File: src/rtl/ps2_rx.sv
`default_nettype none
// +--------------------------------------------------------------------------+
// | ps2_rx : PS/2 device-to-host receiver (sync, glitch filter, frame FSM).   |
// | Optional macro PS2_RX_PARITY_CHECK_EN drops bytes that fail odd parity.    |
// | Revision: 1.0                                                            |
// +--------------------------------------------------------------------------+
module ps2_rx #(
  parameter int FILTER_LEN  = 8,
  parameter int TIMEOUT_CYC = 50000
) (
  input  logic       CLK50M,
  input  logic       nRST,
  input  logic       PS2_CLK,
  input  logic       PS2_DATA,
  output logic       valid_o,
  output logic [7:0] recv_data,
  output logic       frame_err,
  output logic       parity_err,
  output logic       busy
);

  localparam int c_tcnt_w = $clog2(TIMEOUT_CYC + 1);
  localparam logic [c_tcnt_w-1:0] c_tcnt_max = c_tcnt_w'(TIMEOUT_CYC - 1);
  localparam logic [7:0] c_flt_max = 8'(FILTER_LEN - 1);

  typedef enum logic [1:0] {
    IDLE   = 2'd0,
    DATA   = 2'd1,
    PARITY = 2'd2,
    STOP   = 2'd3
  } state_t;

  state_t              r_state, w_state_nxt;
  logic                r_clk_s1, r_clk_s2, r_dat_s1, r_dat_s2;
  logic                r_filt, r_filt_d;
  logic [7:0]          r_fcnt;
  logic [c_tcnt_w-1:0] r_tcnt;
  logic [7:0]          r_shreg;
  logic [2:0]          r_bit_cnt;
  logic                r_par;
  logic                w_fall, w_timeout, w_par_bad;
  logic                w_valid, w_ferr, w_perr;

  always_ff @(posedge CLK50M or negedge nRST) begin
    if (!nRST) begin
      r_clk_s1 <= 1'b1;
      r_clk_s2 <= 1'b1;
      r_dat_s1 <= 1'b1;
      r_dat_s2 <= 1'b1;
    end else begin
      r_clk_s1 <= PS2_CLK;
      r_clk_s2 <= r_clk_s1;
      r_dat_s1 <= PS2_DATA;
      r_dat_s2 <= r_dat_s1;
    end
  end

  // Filtered level only flips after FILTER_LEN consecutive opposing samples.
  always_ff @(posedge CLK50M or negedge nRST) begin
    if (!nRST) begin
      r_filt   <= 1'b1;
      r_filt_d <= 1'b1;
      r_fcnt   <= '0;
    end else begin
      r_filt_d <= r_filt;
      if (r_clk_s2 == r_filt) begin
        r_fcnt <= '0;
      end else if (r_fcnt == c_flt_max) begin
        r_filt <= r_clk_s2;
        r_fcnt <= '0;
      end else begin
        r_fcnt <= r_fcnt + 8'd1;
      end
    end
  end

  assign w_fall    = r_filt_d & ~r_filt;
  assign w_timeout = (r_state != IDLE) && (r_tcnt == c_tcnt_max);
  assign w_par_bad = ~(^{r_shreg, r_par});

  always_ff @(posedge CLK50M or negedge nRST) begin
    if (!nRST) begin
      r_tcnt <= '0;
    end else if (w_fall) begin
      r_tcnt <= '0;
    end else if (r_tcnt != c_tcnt_max) begin
      r_tcnt <= r_tcnt + 1'b1;
    end
  end

  always_ff @(posedge CLK50M or negedge nRST) begin
    if (!nRST) r_state <= IDLE;
    else       r_state <= w_state_nxt;
  end

  // Timeout outranks a coincident fall; bad stop bit outranks parity.
  always_comb begin
    w_state_nxt = r_state;
    w_valid     = 1'b0;
    w_ferr      = 1'b0;
    w_perr      = 1'b0;
    if (w_timeout) begin
      w_state_nxt = IDLE;
      w_ferr      = 1'b1;
    end else if (w_fall) begin
      case (r_state)
        IDLE:    if (!r_dat_s2) w_state_nxt = DATA;
        DATA:    if (r_bit_cnt == 3'd7) w_state_nxt = PARITY;
        PARITY:  w_state_nxt = STOP;
        STOP: begin
          w_state_nxt = IDLE;
          if (!r_dat_s2) begin
            w_ferr = 1'b1;
          end else if (w_par_bad) begin
`ifdef PS2_RX_PARITY_CHECK_EN
            w_perr = 1'b1;
`else
            w_valid = 1'b1;
`endif
          end else begin
            w_valid = 1'b1;
          end
        end
        default: w_state_nxt = IDLE;
      endcase
    end
  end

  always_ff @(posedge CLK50M or negedge nRST) begin
    if (!nRST) begin
      r_shreg   <= '0;
      r_bit_cnt <= '0;
      r_par     <= 1'b0;
    end else if (w_timeout) begin
      r_shreg <= '0;
    end else if (w_fall) begin
      case (r_state)
        IDLE:   r_bit_cnt <= '0;
        DATA: begin
          r_shreg   <= {r_dat_s2, r_shreg[7:1]};
          r_bit_cnt <= r_bit_cnt + 3'd1;
        end
        PARITY: r_par <= r_dat_s2;
        default: ;
      endcase
    end
  end

  always_ff @(posedge CLK50M or negedge nRST) begin
    if (!nRST) begin
      valid_o   <= 1'b0;
      frame_err <= 1'b0;
      recv_data <= '0;
    end else begin
      valid_o   <= w_valid;
      frame_err <= w_ferr;
      if (w_valid) recv_data <= r_shreg;
    end
  end

`ifdef PS2_RX_PARITY_CHECK_EN
  always_ff @(posedge CLK50M or negedge nRST) begin
    if (!nRST) parity_err <= 1'b0;
    else       parity_err <= w_perr;
  end
`else
  assign parity_err = 1'b0;
  logic w_unused;
  assign w_unused = w_perr;
`endif

  assign busy = (r_state != IDLE);

endmodule
`default_nettype wire

File: config.mk
export PLATFORM = sky130hd
export DESIGN_NAME = ps2_rx
export DESIGN_NICKNAME = d
export VERILOG_FILES = /design/src/rtl/ps2_rx.sv
export SDC_FILE = /design/constraint.sdc
export NUM_CORES = 1
export LEC_CHECK = 0
export ABC_AREA = 0
export CAP_MARGIN = 20
export CORE_MARGIN = 5
export CORE_UTILIZATION = 45
export CTS_BUF_LIST = sky130_fd_sc_hd__clkbuf_4 sky130_fd_sc_hd__clkbuf_8
export CTS_CLUSTER_DIAMETER = 200
export DETAILED_ROUTE_END_ITERATION = 10
export SYNTH_ARGS = -nofsm -noshare
export SYNTH_HDL_FRONTEND = slang
export SYNTH_SLANG_ARGS = --single-unit
File: constraint.sdc
create_clock -name CLK50M -period 4.7 [get_ports CLK50M]
set_input_delay 0.47 -clock CLK50M [delete_from_list [all_inputs] [get_ports CLK50M]]
set_output_delay 0.47 -clock CLK50M [all_outputs]
set_load 0.02 [all_outputs]
==> impl_results.md, run 1 <==
* Post-cts hold buffer count at 0
* WL/cell at around 13 um
* CP max-delay cell: or4_1
* Worst Setup End Kind: flop
* Power Total at between 1 and 1.5 mW
* RR Startpoint: r_tcnt[13]
* Max-Cap Viols at 0
* Number of H-tree levels at 2
* Critical Path Fanout Max at 9
* Layout cells sized above 1 at 0.1126
* Worst R2R Setup Slack at between 2 and 2.5 ns
* Synth top area share at 0.4947
* CP Class: flop to flop
* Synth top cells by count: 47 x dfrtp_1, 26 x nand2_1, 25 x nor2_1
* Largest net degree at the start of global routing at between 50 and 60
* GRT overflow at 0
* Setup Buffers After CTS at 0
* Power per standard cell area at between 400 and 500 mW/mm^2
* Syn. warnings at 0
* DRC violations left at 0
* DR iter-0 viols at 32
* Most numerous cell in the Yosys netlist: dfrtp_1
* Chip height at 82.69 um
* Post-CTS Resized at 0
* GP Congestion at 0.7544
* Final setup viols at 0
* Area growth syn-to-layout at 13.32%
* Clock Skew at 0.005760 ns
* EDFF count, synth at 0
* IO Pins at 16
* Vias in the first global route at around 1500
* Root Buffer: clkbuf_8
* DR vias/cell at 4.944
* Maximum buffer depth of the clock tree at 2
* Arrival time at the worst endpoint at ~2.8 ns
* Clock Sinks at 53
* Initial antenna violation count at 0
* Final WL at around 3800 um
* Max Slew Vio Count at 0
* Core Footprint at around 0.005 sq mm
* Largest cells by area after synthesis: dfrtp_1 49%, dfstp_2 6.6%, mux2_4 5.1%
* CTS buffer count at 5
* Antenna Cells at 0
* LEAKAGE at about 1.2 nW
* Mean Syn Cell Area at 11.16 sq um
* Max transition margin at 0.5241
* Netlist cell types at 38
* Global-route wire length before repair at between 6000 and 7000 um
* Final Hold Vio Count at 0
* Rows at 26
* RSZ-0062 raised after global routing: no
* Gate Count Post-Synth at between 200 and 250
* Worst-Skew Late Latency at approximately 0.29 ns
* Min-delay worst type: input port to asynchronous set/reset pin
* CP required at between 4 and 5 ns
* Worst Setup SP: r_tcnt[13]
* Die area at around 0.0068 sq mm
* Maximum VDD drop at between 0.0003 and 0.0004 V
* IO Port Bufs at 14
* Min cycle time layout at 2.626 ns
* First-pass detailed-route iteration total at 3
* Fin crit share at 0.5588
* FFs w/ async S/R, synth at 1.000
* Nets@finish at between 200 and 250
* Initial Utilization at 0.4655
* Die width at roughly 83 um
* Post-route ant nets at 0
* Status: complete, no violations
* Slowest stage delay, CP at about 0.71 ns
* Cell Area, Synth at between 0.002 and 0.0025 sq mm
* DR vias at approximately 1500
* Max Freq at 380.8 MHz
* Critical-path cell list: or4b_1 > or4_1 > o2111a_1 > mux2_4
* Syn_nets at 226
* Yosys top cell by area: dfrtp_1
* Synthesized flop and latch total at 53
* CTS clk-pin slew, worst paths at ~0.090 ns
* CTS tree: yes
* Setup crit start kind: flop
* TNS Setup at 0 ns
* Total Routing Usage GR at 0.1239
* Worst Max-Slew Pin Slew at around 0.71 ns
* Detailed placer's ending HPWL at between 2000 and 3000 um
* Top FF cell, synth: dfrtp_1
* Post-synthesis sequential area ratio at 0.5611
layer usage:
metal  vias to the layer above  part of all wire  track usage
li1                        759                 -            -
met2                        13              0.46       0.2003
met4                         0            0.0071      0.03922
met1                       714              0.51       0.1645
met3                         2             0.029      0.02928
met5                         -                 0            0
power by group:
group          internal [mW]  total (mW)  switching, mW  leakage, nW
clock                  0.179       0.317          0.138       0.0619
combinational          0.112       0.268          0.156        0.424
sequential             0.534       0.603         0.0687        0.701
total                  0.826        1.19          0.363         1.19
cells in the final DEF (no fill, tap or decap), types with 2 or more instances in the layout:
master | Yosys | routed
dfrtp_1 | 47 | 47
nand2_1 | 26 | 26
nor2_1 | 25 | 25
xnor2_1 | 13 | 13
clkdlybuf4s50_1 | 0 | 13
a21oi_1 | 11 | 11
ha_1 | 9 | 9
mux2_4 | 8 | 8
nand3_1 | 7 | 7
inv_1 | 6 | 6
clkbuf_8 | 0 | 6
dfstp_2 | 6 | 6
nand4_1 | 5 | 5
nor3_1 | 5 | 5
xor2_1 | 4 | 4
or3_1 | 3 | 3
nand2b_1 | 3 | 3
o21ai_0 | 3 | 3
nor4_1 | 3 | 3
or4_1 | 2 | 2
or4b_1 | 2 | 2
mux2i_1 | 2 | 2
a32o_1 | 2 | 2
a31oi_1 | 2 | 2
a211oi_1 | 2 | 2
buf_4 | 1 | 2
cell families after synthesis:
kind of cell,after synthesis,share of synthesized area
flip-flops,53,0.5611
buffers and inverters,12,0.02684
AO/OA/AOI/OAI,24,0.06421
adder cells (fa/ha/maj),9,0.04737
AND/OR/NAND/NOR,86,0.1726
other,1,0.001577
XOR/XNOR,17,0.06263
multiplexers,11,0.06369
area by class of cell:
type	instances	area (sq um)
clock buffers	7	90.09
clock inverters	1	30.03
fillers	473	2414
inverters	6	22.52
multi-input cells	148	979.7
flip-flops and latches	53	1334
well taps	70	87.58
repair buffers	16	150.1
metrics by stage:
stage	util	area, sq um	instances	worst slack (ns)	hold WS (ns)
6_report	0.5274	2694	301	2.074	0.2730
5_1_grt	0.5274	2694	301	1.981	0.3263
4_1_cts	0.5274	2694	301	2.050	0.3076
3_5_place_dp	0.5039	2574	293	2.059	0.3488
3_3_place_gp	0.5039	2574	293	2.092	0.3459
2_1_floorplan	-	2377	213	2.349	0.1744
state kept, by name (all words and copies together) (netlist names), 2 cells and up:
name,cells
r_state,2
recv_data,8
r_fcnt,8
r_shreg,8
r_tcnt,16
r_bit_cnt,3
worst paths after layout:
check	endpoint	cells past startpoint
max	recv_data[0]	4
min in group CLK50M	r_clk_s2	0
max reg2reg	recv_data[0]	4
max in group asynchronous	r_fcnt[3]	2
min	r_fcnt[6]	2
min reg2reg	r_clk_s2	0
worst max-delay path: cells and delay by family, from the launching register on:
family          cells  cell delay (ns)
compound gates      1             0.50
flops               1             0.43
mux                 1             0.37
simple gates        2             1.22
No activity file was read; power rests on OpenSTA's default activity.
==> inputs of run 2 (changes only) <==
PLACE_DENSITY = 0.66   (was default)
clock period = 2.3 ns   (was 4.7 ns; I/O delays follow)
==> run 2 against run 1 <==
Compared with the run above:
- worst setup slack got worse by 2.1 ns
- first-iteration DRC count rose by 120%
- sequential power rose by 100%
- critical path type unchanged
- die area did not move
- combinational power rose by 130%
- largest cell class unchanged
==> impl_results.md, run 2 (synthesized netlist as in run 1, its figures left out) <==
* Status: complete, no violations
* Commonest cells after routing, fill and taps aside: 47 x dfrtp_1, 26 x nand2_1, 25 x nor2_1
* Die area at roughly 0.007 sq mm
* Pre-CTS setup slack at between 0.015 and 0.02 ns
* Area growth syn-to-layout at 17.74%
* Post-route ant nets at 0
* CTS buffer count at 5
* DR iter-0 viols at 71
* CP required at between 2 and 2.5 ns
* GP Congestion at 0.7540
* Min cycle time layout at ~2.3 ns
* Number of H-tree levels at 2
* Total Routing Usage GR at 0.1374
* Max transition margin at 0.6069
* Global-route wire length before repair at around 7000 um
* Final WL at 4110 um
* First-pass detailed-route iteration total at 4
* IO Port Bufs at 14
* Met1 usage at 0.1884
* Largest Register: r_tcnt
* Clock Sinks at 53
* Nets@finish at around 260
* Detailed placer's ending HPWL at roughly 2800 um
* LEAKAGE at approximately 1.3 nW
* Layout cells sized above 1 at 0.1700
* Max reg flops at 16
* Net switching fraction of the power at 0.3303
* Initial antenna violation count at 0
* Arrival time at the worst endpoint at 2.49 ns
* Met2 usage at 0.2059
* Core Footprint at slightly above 0.005 sq mm
* DR vias/cell at approximately 5
* WL/cell at 12.97 um
* GRT overflow at 0
* Root Buffer: clkbuf_8
* Internal power at approximately 1.6 mW
* Critical Path Fanout Max at 9
* Vias in the first global route at around 1500
* Power per standard cell area at ~840 mW/mm^2
* Die width at about 83 um
* Setup crit start kind: flop
* DRC violations left at 0
* Combinational power share at 0.264
* Commonest non-fill, non-tap cell in the layout: dfrtp_1
* Core Util, Final at 0.5480
* Switching power at a little under 800 uW
* Rows at 26
* CP Class: flop to flop
* Worst Max-Slew Pin Slew at 0.5896 ns
* CTS clk-pin slew, worst paths at 0.09 ns
* Max Freq at roughly 440 MHz
* Cell depth of the worst flop-to-flop path at 5
* DR vias at between 1500 and 2000
* Seq pwr share at 0.517
* Chip height at roughly 83 um
* Min-delay worst type: input port to asynchronous set/reset pin
* IO Pins at 16
* Clock share of power at 0.219
* Final Hold Vio Count at 0
* CTS tree: yes
* RSZ-0062 raised after global routing: yes
* Initial Utilization at 0.4655
* Final Worst Setup Slack at 0.004518 ns
* Fin crit share at 0.9980
* Max Slew Vio Count at 0
* Maximum VDD drop at about 0.00046 V
* Worst-Skew Late Latency at about 0.3 ns
* Max-Cap Viols at 0
* Worst Setup End Kind: flop
* Clock Skew at approximately 0.0046 ns
* Maximum buffer depth of the clock tree at 2
* Antenna Cells at 0
* Most congested layer reported by global routing: met2
* Largest net degree at the start of global routing at 49
* M3 GR Usage at 0.03145
* Final setup viols at 0
==> run 2: changes by cell type in the layout (fill, tap and decap cells not counted) <==
cell and change:
buf_12 +1, buf_4 +14, bufinv_16 -1, clkbuf_4 -1, clkbuf_8 -1, clkinv_2 +2, clkinvlp_4 +1, dlygate4sd3_1 +1
or4_1 -1, or4_4 +1
==> run 2: worst paths after layout <==
path	start	slack, ns	end
worst max-delay path	r_tcnt[7]	0.005	recv_data[3]
worst min-delay path	nRST	0.26	r_tcnt[12]
worst max register to register	r_tcnt[7]	0.005	recv_data[3]
worst min register to register	r_dat_s1	0.36	r_dat_s2
max in group asynchronous	nRST	1.24	valid_o
min in group CLK50M	PS2_CLK	0.32	r_clk_s1
==> run 2: per-layer routing <==
layer / vias up / part of all wire
met1: 764 / 0.52
met3: 6 / 0.026
met5: - / 0
li1: 797 / -
met2: 19 / 0.44
met4: 0 / 0.017
==> run 2: cell type report <==
cell class / count / area, sq um
Clock buffer: 5 / 68.82
Clock inverter: 3 / 17.52
Fill cell: 457 / 2308
Inverter: 6 / 22.52
Multi-Input combinational cell: 148 / 983.4
Sequential cell: 53 / 1334
Tap cell: 70 / 87.58
Timing Repair Buffer: 32 / 285.3
==> run 2: power by group through the flow <==
stage,logic [mW],clock network (mW),registers (mW)
2_1_floorplan,0.413,0,1.22
3_3_place_gp,0.608,0,1.23
3_5_place_dp,0.624,0,1.23
4_1_cts,0.624,0.540,1.22
5_1_grt,0.694,0.574,1.24
6_report,0.620,0.513,1.21
==> run 2: worst max-delay path, cell delays in order (launching register included) <==
cell	delay (ns)
dfrtp_1	0.38
or4b_1	0.51
or4_4	0.55
o2111a_1	0.29
buf_12	0.16
mux2_4	0.29
==> run 2: what timing repair did <==
item	in CTS	in global routing
setup endpoints to repair	0	8
buffers inserted	0	2
hold buffers	1	0
hold endpoints to repair	5	0
gates resized for setup	0	1
==> run 2: through the flow <==
stage / instances / hold slack, ns / TNS, ns / instance area [sq um] / power, mW
floorplan: 213 / -0.06559 / -0.2930 / 2377 / 1.634
global placement: 306 / 0.05972 / 0 / 2684 / 1.837
detailed placement: 306 / 0.05863 / 0 / 2684 / 1.855
CTS: 315 / 0.2475 / 0 / 2780 / 2.380
global route: 317 / 0.2886 / -0.4185 / 2799 / 2.505
finish: 317 / 0.2636 / 0 / 2799 / 2.347
